[config.mk]
export PLATFORM = sky130hd
export DESIGN_NAME = mips_multicycle_ctrl
export DESIGN_NICKNAME = d
export VERILOG_FILES = /design/src/rtl/mips_mc_pkg.sv /design/src/rtl/mips_multicycle_ctrl_decode.sv /design/src/rtl/mips_multicycle_ctrl.sv
export SDC_FILE = /design/constraint.sdc
export NUM_CORES = 1
export LEC_CHECK = 0
export ABC_CLOCK_PERIOD_IN_PS = 2000
export BUFFER_PORTS_ARGS = -buffer_cell sky130_fd_sc_hd__buf_2
export CAP_MARGIN = 10
export CORE_MARGIN = 2
export CORE_UTILIZATION = 40
export DETAILED_ROUTE_END_ITERATION = 10
export GPL_TIMING_DRIVEN = 0
export PLACE_DENSITY = 0.73
export SLEW_MARGIN = 20
export SYNTH_ARGS = -nofsm -noshare
export SYNTH_HDL_FRONTEND = slang
export SYNTH_HIERARCHICAL = 1
export SYNTH_SLANG_ARGS = --single-unit
[constraint.sdc]
create_clock -name clk -period 2 [get_ports clk]
set_input_delay 0.1 -clock clk [delete_from_list [all_inputs] [get_ports clk]]
set_output_delay 0.1 -clock clk [all_outputs]
set_load 0.05 [all_outputs]
[src/rtl/mips_mc_pkg.sv]
// Shared definitions for the multi-cycle MIPS main controller.
//   - opcode values decoded by the controller
//   - FSM state encoding (4-bit, exported on the debug 'state' port)
//   - datapath mux / ALU control encodings
//   - ctrl_t: the packed control word produced by mips_mc_ctrl_decode
package mips_mc_pkg;

    localparam logic [5:0] OP_RTYPE = 6'b000000;
    localparam logic [5:0] OP_LW    = 6'b100011;
    localparam logic [5:0] OP_SW    = 6'b101011;
    localparam logic [5:0] OP_BEQ   = 6'b000100;
    localparam logic [5:0] OP_ADDI  = 6'b001000;
    localparam logic [5:0] OP_J     = 6'b000010;

    typedef enum logic [3:0] {
        S_FETCH  = 4'd0,
        S_DECODE = 4'd1,
        S_MEMADR = 4'd2,
        S_MEMRD  = 4'd3,
        S_MEMWB  = 4'd4,
        S_MEMWR  = 4'd5,
        S_EXEC   = 4'd6,
        S_ALUWB  = 4'd7,
        S_BRANCH = 4'd8,
        S_ADDIEX = 4'd9,
        S_ADDIWB = 4'd10,
        S_JUMP   = 4'd11,
        S_TRAP   = 4'd12
    } state_t;

    // ALU B operand select
    localparam logic [1:0] SRCB_B      = 2'b00;
    localparam logic [1:0] SRCB_FOUR   = 2'b01;
    localparam logic [1:0] SRCB_IMM    = 2'b10;
    localparam logic [1:0] SRCB_IMM_SH = 2'b11;

    // ALU operation
    localparam logic [1:0] ALUOP_ADD   = 2'b00;
    localparam logic [1:0] ALUOP_SUB   = 2'b01;
    localparam logic [1:0] ALUOP_FUNCT = 2'b10;

    // PC source select
    localparam logic [1:0] PCSRC_ALU    = 2'b00;
    localparam logic [1:0] PCSRC_ALUOUT = 2'b01;
    localparam logic [1:0] PCSRC_JUMP   = 2'b10;

    typedef struct packed {
        logic       pc_write;
        logic       pc_write_cond;
        logic       i_or_d;
        logic       mem_read;
        logic       mem_write;
        logic       ir_write;
        logic       mem_to_reg;
        logic       reg_dst;
        logic       reg_write;
        logic       alu_src_a;
        logic [1:0] alu_src_b;
        logic [1:0] alu_op;
        logic [1:0] pc_source;
        logic       trap;
    } ctrl_t;

endpackage

[src/rtl/mips_multicycle_ctrl_decode.sv]
// mips_mc_ctrl_decode: purely combinational state -> control-word decoder.
// Ports:
//   state     in  current FSM state
//   mem_ready in  memory handshake; gates ir_write/pc_write in S_FETCH
//   reset     in  forces all write strobes low while asserted
//   ctrl      out decoded control word
// Optional feature macro: MIPS_MC_CTRL_TRAP_EN (drives trap in S_TRAP;
// otherwise trap is tied low).
import mips_mc_pkg::*;

module mips_mc_ctrl_decode (
    input  state_t state,
    input  logic   mem_ready,
    input  logic   reset,
    output ctrl_t  ctrl
);

    always_comb begin
        ctrl = '0;
        case (state)
            S_FETCH: begin
                ctrl.mem_read  = 1'b1;
                ctrl.alu_src_b = SRCB_FOUR;
                ctrl.alu_op    = ALUOP_ADD;
                ctrl.pc_source = PCSRC_ALU;
                // IR and PC only load in the cycle the fetch completes
                ctrl.ir_write  = mem_ready;
                ctrl.pc_write  = mem_ready;
            end
            S_DECODE: begin
                ctrl.alu_src_b = SRCB_IMM_SH;
                ctrl.alu_op    = ALUOP_ADD;
            end
            S_MEMADR: begin
                ctrl.alu_src_a = 1'b1;
                ctrl.alu_src_b = SRCB_IMM;
                ctrl.alu_op    = ALUOP_ADD;
            end
            S_MEMRD: begin
                ctrl.mem_read = 1'b1;
                ctrl.i_or_d   = 1'b1;
            end
            S_MEMWB: begin
                ctrl.reg_write  = 1'b1;
                ctrl.mem_to_reg = 1'b1;
            end
            S_MEMWR: begin
                ctrl.mem_write = 1'b1;
                ctrl.i_or_d    = 1'b1;
            end
            S_EXEC: begin
                ctrl.alu_src_a = 1'b1;
                ctrl.alu_src_b = SRCB_B;
                ctrl.alu_op    = ALUOP_FUNCT;
            end
            S_ALUWB: begin
                ctrl.reg_write = 1'b1;
                ctrl.reg_dst   = 1'b1;
            end
            S_BRANCH: begin
                ctrl.alu_src_a     = 1'b1;
                ctrl.alu_src_b     = SRCB_B;
                ctrl.alu_op        = ALUOP_SUB;
                ctrl.pc_write_cond = 1'b1;
                ctrl.pc_source     = PCSRC_ALUOUT;
            end
            S_ADDIEX: begin
                ctrl.alu_src_a = 1'b1;
                ctrl.alu_src_b = SRCB_IMM;
                ctrl.alu_op    = ALUOP_ADD;
            end
            S_ADDIWB: begin
                ctrl.reg_write = 1'b1;
            end
            S_JUMP: begin
                ctrl.pc_write  = 1'b1;
                ctrl.pc_source = PCSRC_JUMP;
            end
            S_TRAP: begin
`ifdef MIPS_MC_CTRL_TRAP_EN
                ctrl.trap = 1'b1;
`endif
            end
            default: ctrl = '0;
        endcase

        // Reset holds the state in FETCH asynchronously; the strobes must
        // additionally be masked so a ready fetch cannot load IR/PC.
        if (reset) begin
            ctrl.pc_write      = 1'b0;
            ctrl.pc_write_cond = 1'b0;
            ctrl.ir_write      = 1'b0;
            ctrl.reg_write     = 1'b0;
            ctrl.mem_write     = 1'b0;
        end
    end

endmodule

[src/rtl/mips_multicycle_ctrl.sv]
// mips_multicycle_ctrl: main control FSM of the multi-cycle MIPS core.
// Sequences fetch/decode/execute/memory/write-back for lw, sw, R-type,
// beq, addi and j, with a ready-handshaked unified memory port.
// Parameter:
//   MEM_WAIT_MAX  max consecutive mem_ready=0 cycles tolerated (>=1)
// Ports:
//   clk, reset (async, active-high)
//   opcode, zero, mem_ready             inputs
//   pc_write .. pc_source               datapath control outputs
//   state                               debug state (4 bits)
//   trap                                controller halted
// Optional feature macro: MIPS_MC_CTRL_TRAP_EN -- illegal opcodes and
// memory wait timeouts enter S_TRAP. Undefined: illegal opcodes act as a
// NOP and timeouts are ignored.
import mips_mc_pkg::*;

module mips_multicycle_ctrl #(
    parameter int unsigned MEM_WAIT_MAX = 8
) (
    input  logic       clk,
    input  logic       reset,
    input  logic [5:0] opcode,
    input  logic       zero,
    input  logic       mem_ready,
    output logic       pc_write,
    output logic       pc_write_cond,
    output logic       i_or_d,
    output logic       mem_read,
    output logic       mem_write,
    output logic       ir_write,
    output logic       mem_to_reg,
    output logic       reg_dst,
    output logic       reg_write,
    output logic       alu_src_a,
    output logic [1:0] alu_src_b,
    output logic [1:0] alu_op,
    output logic [1:0] pc_source,
    output logic [3:0] state,
    output logic       trap
);

    localparam int unsigned WAIT_W = $clog2(MEM_WAIT_MAX + 1);
    localparam logic [WAIT_W-1:0] WAIT_SAT = WAIT_W'(MEM_WAIT_MAX);

    state_t            state_q;
    state_t            state_d;
    logic [WAIT_W-1:0] wait_cnt;
    logic              in_mem_state;
    ctrl_t             ctrl;

    // zero is consumed in the datapath via pc_write_cond
    logic unused_zero;
    assign unused_zero = zero;

    assign in_mem_state = (state_q == S_FETCH) || (state_q == S_MEMRD) ||
                          (state_q == S_MEMWR);

`ifdef MIPS_MC_CTRL_TRAP_EN
    // Counter already saturated and memory still not ready: one wait too many.
    logic timeout;
    assign timeout = !mem_ready && (wait_cnt == WAIT_SAT);
`endif

    always_comb begin
        state_d = state_q;
        case (state_q)
            S_FETCH: begin
                if (mem_ready) state_d = S_DECODE;
`ifdef MIPS_MC_CTRL_TRAP_EN
                else if (timeout) state_d = S_TRAP;
`endif
            end
            S_DECODE: begin
                case (opcode)
                    OP_LW, OP_SW: state_d = S_MEMADR;
                    OP_RTYPE:     state_d = S_EXEC;
                    OP_BEQ:       state_d = S_BRANCH;
                    OP_ADDI:      state_d = S_ADDIEX;
                    OP_J:         state_d = S_JUMP;
`ifdef MIPS_MC_CTRL_TRAP_EN
                    default:      state_d = S_TRAP;
`else
                    default:      state_d = S_FETCH;
`endif
                endcase
            end
            // IR is stable here, so opcode still selects lw vs sw
            S_MEMADR: state_d = (opcode == OP_SW) ? S_MEMWR : S_MEMRD;
            S_MEMRD: begin
                if (mem_ready) state_d = S_MEMWB;
`ifdef MIPS_MC_CTRL_TRAP_EN
                else if (timeout) state_d = S_TRAP;
`endif
            end
            S_MEMWR: begin
                if (mem_ready) state_d = S_FETCH;
`ifdef MIPS_MC_CTRL_TRAP_EN
                else if (timeout) state_d = S_TRAP;
`endif
            end
            S_EXEC:   state_d = S_ALUWB;
            S_ADDIEX: state_d = S_ADDIWB;
            S_MEMWB, S_ALUWB, S_ADDIWB, S_BRANCH, S_JUMP: state_d = S_FETCH;
            S_TRAP:   state_d = S_TRAP;
            default:  state_d = S_FETCH;
        endcase
    end

    // The only states that loop on themselves are the memory waits and
    // TRAP, so clearing on any state change is exactly "clear on entry".
    always_ff @(posedge clk or posedge reset) begin
        if (reset) begin
            state_q  <= S_FETCH;
            wait_cnt <= '0;
        end else begin
            state_q <= state_d;
            if (state_d != state_q) begin
                wait_cnt <= '0;
            end else if (in_mem_state && !mem_ready && (wait_cnt != WAIT_SAT)) begin
                wait_cnt <= wait_cnt + WAIT_W'(1);
            end
        end
    end

    mips_mc_ctrl_decode u_decode (
        .state     (state_q),
        .mem_ready (mem_ready),
        .reset     (reset),
        .ctrl      (ctrl)
    );

    assign pc_write      = ctrl.pc_write;
    assign pc_write_cond = ctrl.pc_write_cond;
    assign i_or_d        = ctrl.i_or_d;
    assign mem_read      = ctrl.mem_read;
    assign mem_write     = ctrl.mem_write;
    assign ir_write      = ctrl.ir_write;
    assign mem_to_reg    = ctrl.mem_to_reg;
    assign reg_dst       = ctrl.reg_dst;
    assign reg_write     = ctrl.reg_write;
    assign alu_src_a     = ctrl.alu_src_a;
    assign alu_src_b     = ctrl.alu_src_b;
    assign alu_op        = ctrl.alu_op;
    assign pc_source     = ctrl.pc_source;
    assign trap          = ctrl.trap;
    assign state         = state_q;

endmodule
==> reports/results.tsv <==
metric	value	unit
min_path_type	in -> reg	
syn-num-nets	86	
yosysWarnings	6	
netlist_top_cells_area	dfrtp_1 17%, nor3_1 7.8%, nand2b_1 5.4%	
hpwl	1.20	mm
wl_per_cell	12.4	um
fin_crit_sh	96.3	%
grt.overflow.total	0	
dieArea	0.00177	mm^2
asyncSetResetFlopFracSynth	100	%
n_antenna_cell	0	
grt_pass1_vias	612	
area_growth	41.6	%
avgSynthCellArea	7.64	um^2
yosysMostFrequentCell	nor3_1	
vias_per_cell	5.56	
cts_buffers	3	
yosysSeqAreaShare	17.2	%
clkLatencyLatePin	230	ps
drv_slew	0	
cts.sinks	4	
required	1900	ps
crit_fanout	10	
fillers	133	
dp.cells	119	
portBuffers	28	
combPwrFrac	77.1	%
netlist_instances	76	
die_h	42.1	um
hold_violations	0	
utilization	61.6	%
cts_buffer_depth	2	
min_period	1930	ps
antenna_found_initial	0	
clock_skew	0.907	ps
worst-setup-path-type	reg -> out	
ir_drop	0.000685	V
initial_core_util	43.5	%
core	0.00133	mm^2
grt_start_max_net_pins	16	
num_vias	684	
internal_power	0.474	mW
drc	0	
status	finished, final reports clean	
synth-edff-count	0	
synth_top_flop_cell	dfrtp_1	
num_io_pins	31	
ant_nets	0	
h-tree-depth	1	
yosys.area.top_type	dfrtp_1	
cp-start-kind	flip-flop	
swShare	62.9	%
setup-violations-final	0	
synth_common_cells	9 x nor3_1, 6 x nor2_1, 5 x nand2b_1	
cts_tree	done	
clkPwrFrac	7.6	%
critPathCaptureType	output port	
drv_cap	0	
power_switching	0.802	mW
grt_util_all_layers	18.2	%
rsz0062_at_grt	false	
r2r_slack	720	ps
layout-drive-gt1-share	46.3	%
syn_area	581	um^2
synth-seq-cells	4	
root_buffer	clkbuf_4	
dr.pass1.iters	4	
instances_no_fill	123	
fmax	0.519	GHz
finalWeightedCongestion	0.838	
critPathArrivalTime	1830	ps
p_per_area	1550	mW/mm^2
routed_wl	1.52	mm
synth.distinct_cells	38	
post-cts-setup-buffer-count	0	
nets	120	
p_seq_share	15.3	%
rows	13	
largest_reg_flops	4	
yosysTopAreaCellShare	17.2	%
die_w	42.1	um
grt_pass1_wl	2.62	mm
p_leak	0.388	nW
drt_iter0_markers	9	
clk_pin_slew_worst_paths	40	ps
## logic make-up (layout without fill, tap and decap cells)
logic type | after synthesis | count (layout) | synth area share [%]
AND/OR/NAND/NOR | 43 | 43 | 48.5
AO/OA/AOI/OAI | 17 | 17 | 20.5
buffers and inverters | 7 | 39 | 7.11
XOR/XNOR | 4 | 4 | 6.04
flip-flops | 4 | 4 | 17.2
other | 1 | 1 | 0.646
## metrics by stage
stage	power, mW	TNS, ps	setup slack (ps)	hold WS [ps]	area, um^2
after global placement	1.16	0	228	75.3	783
after detailed placement	1.18	0	221	90.5	783
after CTS	1.28	0	31.3	74.8	818
after floorplan	0.978	-666	-178	-134	624
after global routing	1.36	0	14.2	90.9	822
final	1.28	0	73.7	79.7	822
## power by group through the flow
stage,registers (mW),logic (mW),clock network [mW]
floorplan,0.265,0.713,0
global placement,0.197,0.964,0
detailed placement,0.198,0.979,0
CTS,0.197,0.985,0.102
global route,0.209,1.04,0.107
finish,0.196,0.983,0.0968
## critical path, stage by stage, from the launching register on
cell	delay [ps]
dfrtp_2	460
buf_6	160
or4b_4	540
a211oi_4	250
buf_6	180
## final cells by class
class	count	area [um^2]	share of cell area, %
flip-flops and latches	4	103	12.5
repair buffers	29	156	19.0
clock buffers	3	22.5	2.74
inverters	2	7.51	0.913
well taps	15	18.8	2.28
multi-input cells	65	480	58.4
plain buffers	5	33.8	4.11
## path summary, 6_finish.rpt
check                      startpoint        to  cells after the start
min in group asynchronous       reset  state[0]                      3
setup reg to reg             state[0]  state[0]                      3
setup / recovery             state[3]  pc_write                      4
hold / removal              opcode[4]  state[3]                      2
max in group asynchronous       reset  state[2]                      3
hold reg to reg              state[3]  state[0]                      1
## layout by cell type (no fill, tap or decap), types with 2 or more instances in the layout
master,instances
nor3_2,3
nor3_1,6
clkbuf_4,3
nor2b_1,4
buf_2,30
and3_1,2
buf_6,2
dfrtp_1,2
nor2_1,6
dfrtp_2,2
nand2b_1,5
inv_1,2
o311ai_1,2
o21ai_1,4
xor2_1,3
a31oi_1,2
nor3b_1,3
o21ai_0,2
## repair_timing
action / in CTS / in global routing
hold endpoints to repair: 4 / 0
setup endpoints to repair: 1 / 1
gates resized for setup: 1 / 1
hold buffers: 1 / 0
## layer usage
layer	wire length [um]	track usage [%]	part of all wire [%]
met1	668	25.5	44
met3	88	1.29	5.8
met4	0	5.63	0
met2	767	29.7	50
met5	0	0	0
No activity file was read; power rests on OpenSTA's default activity.
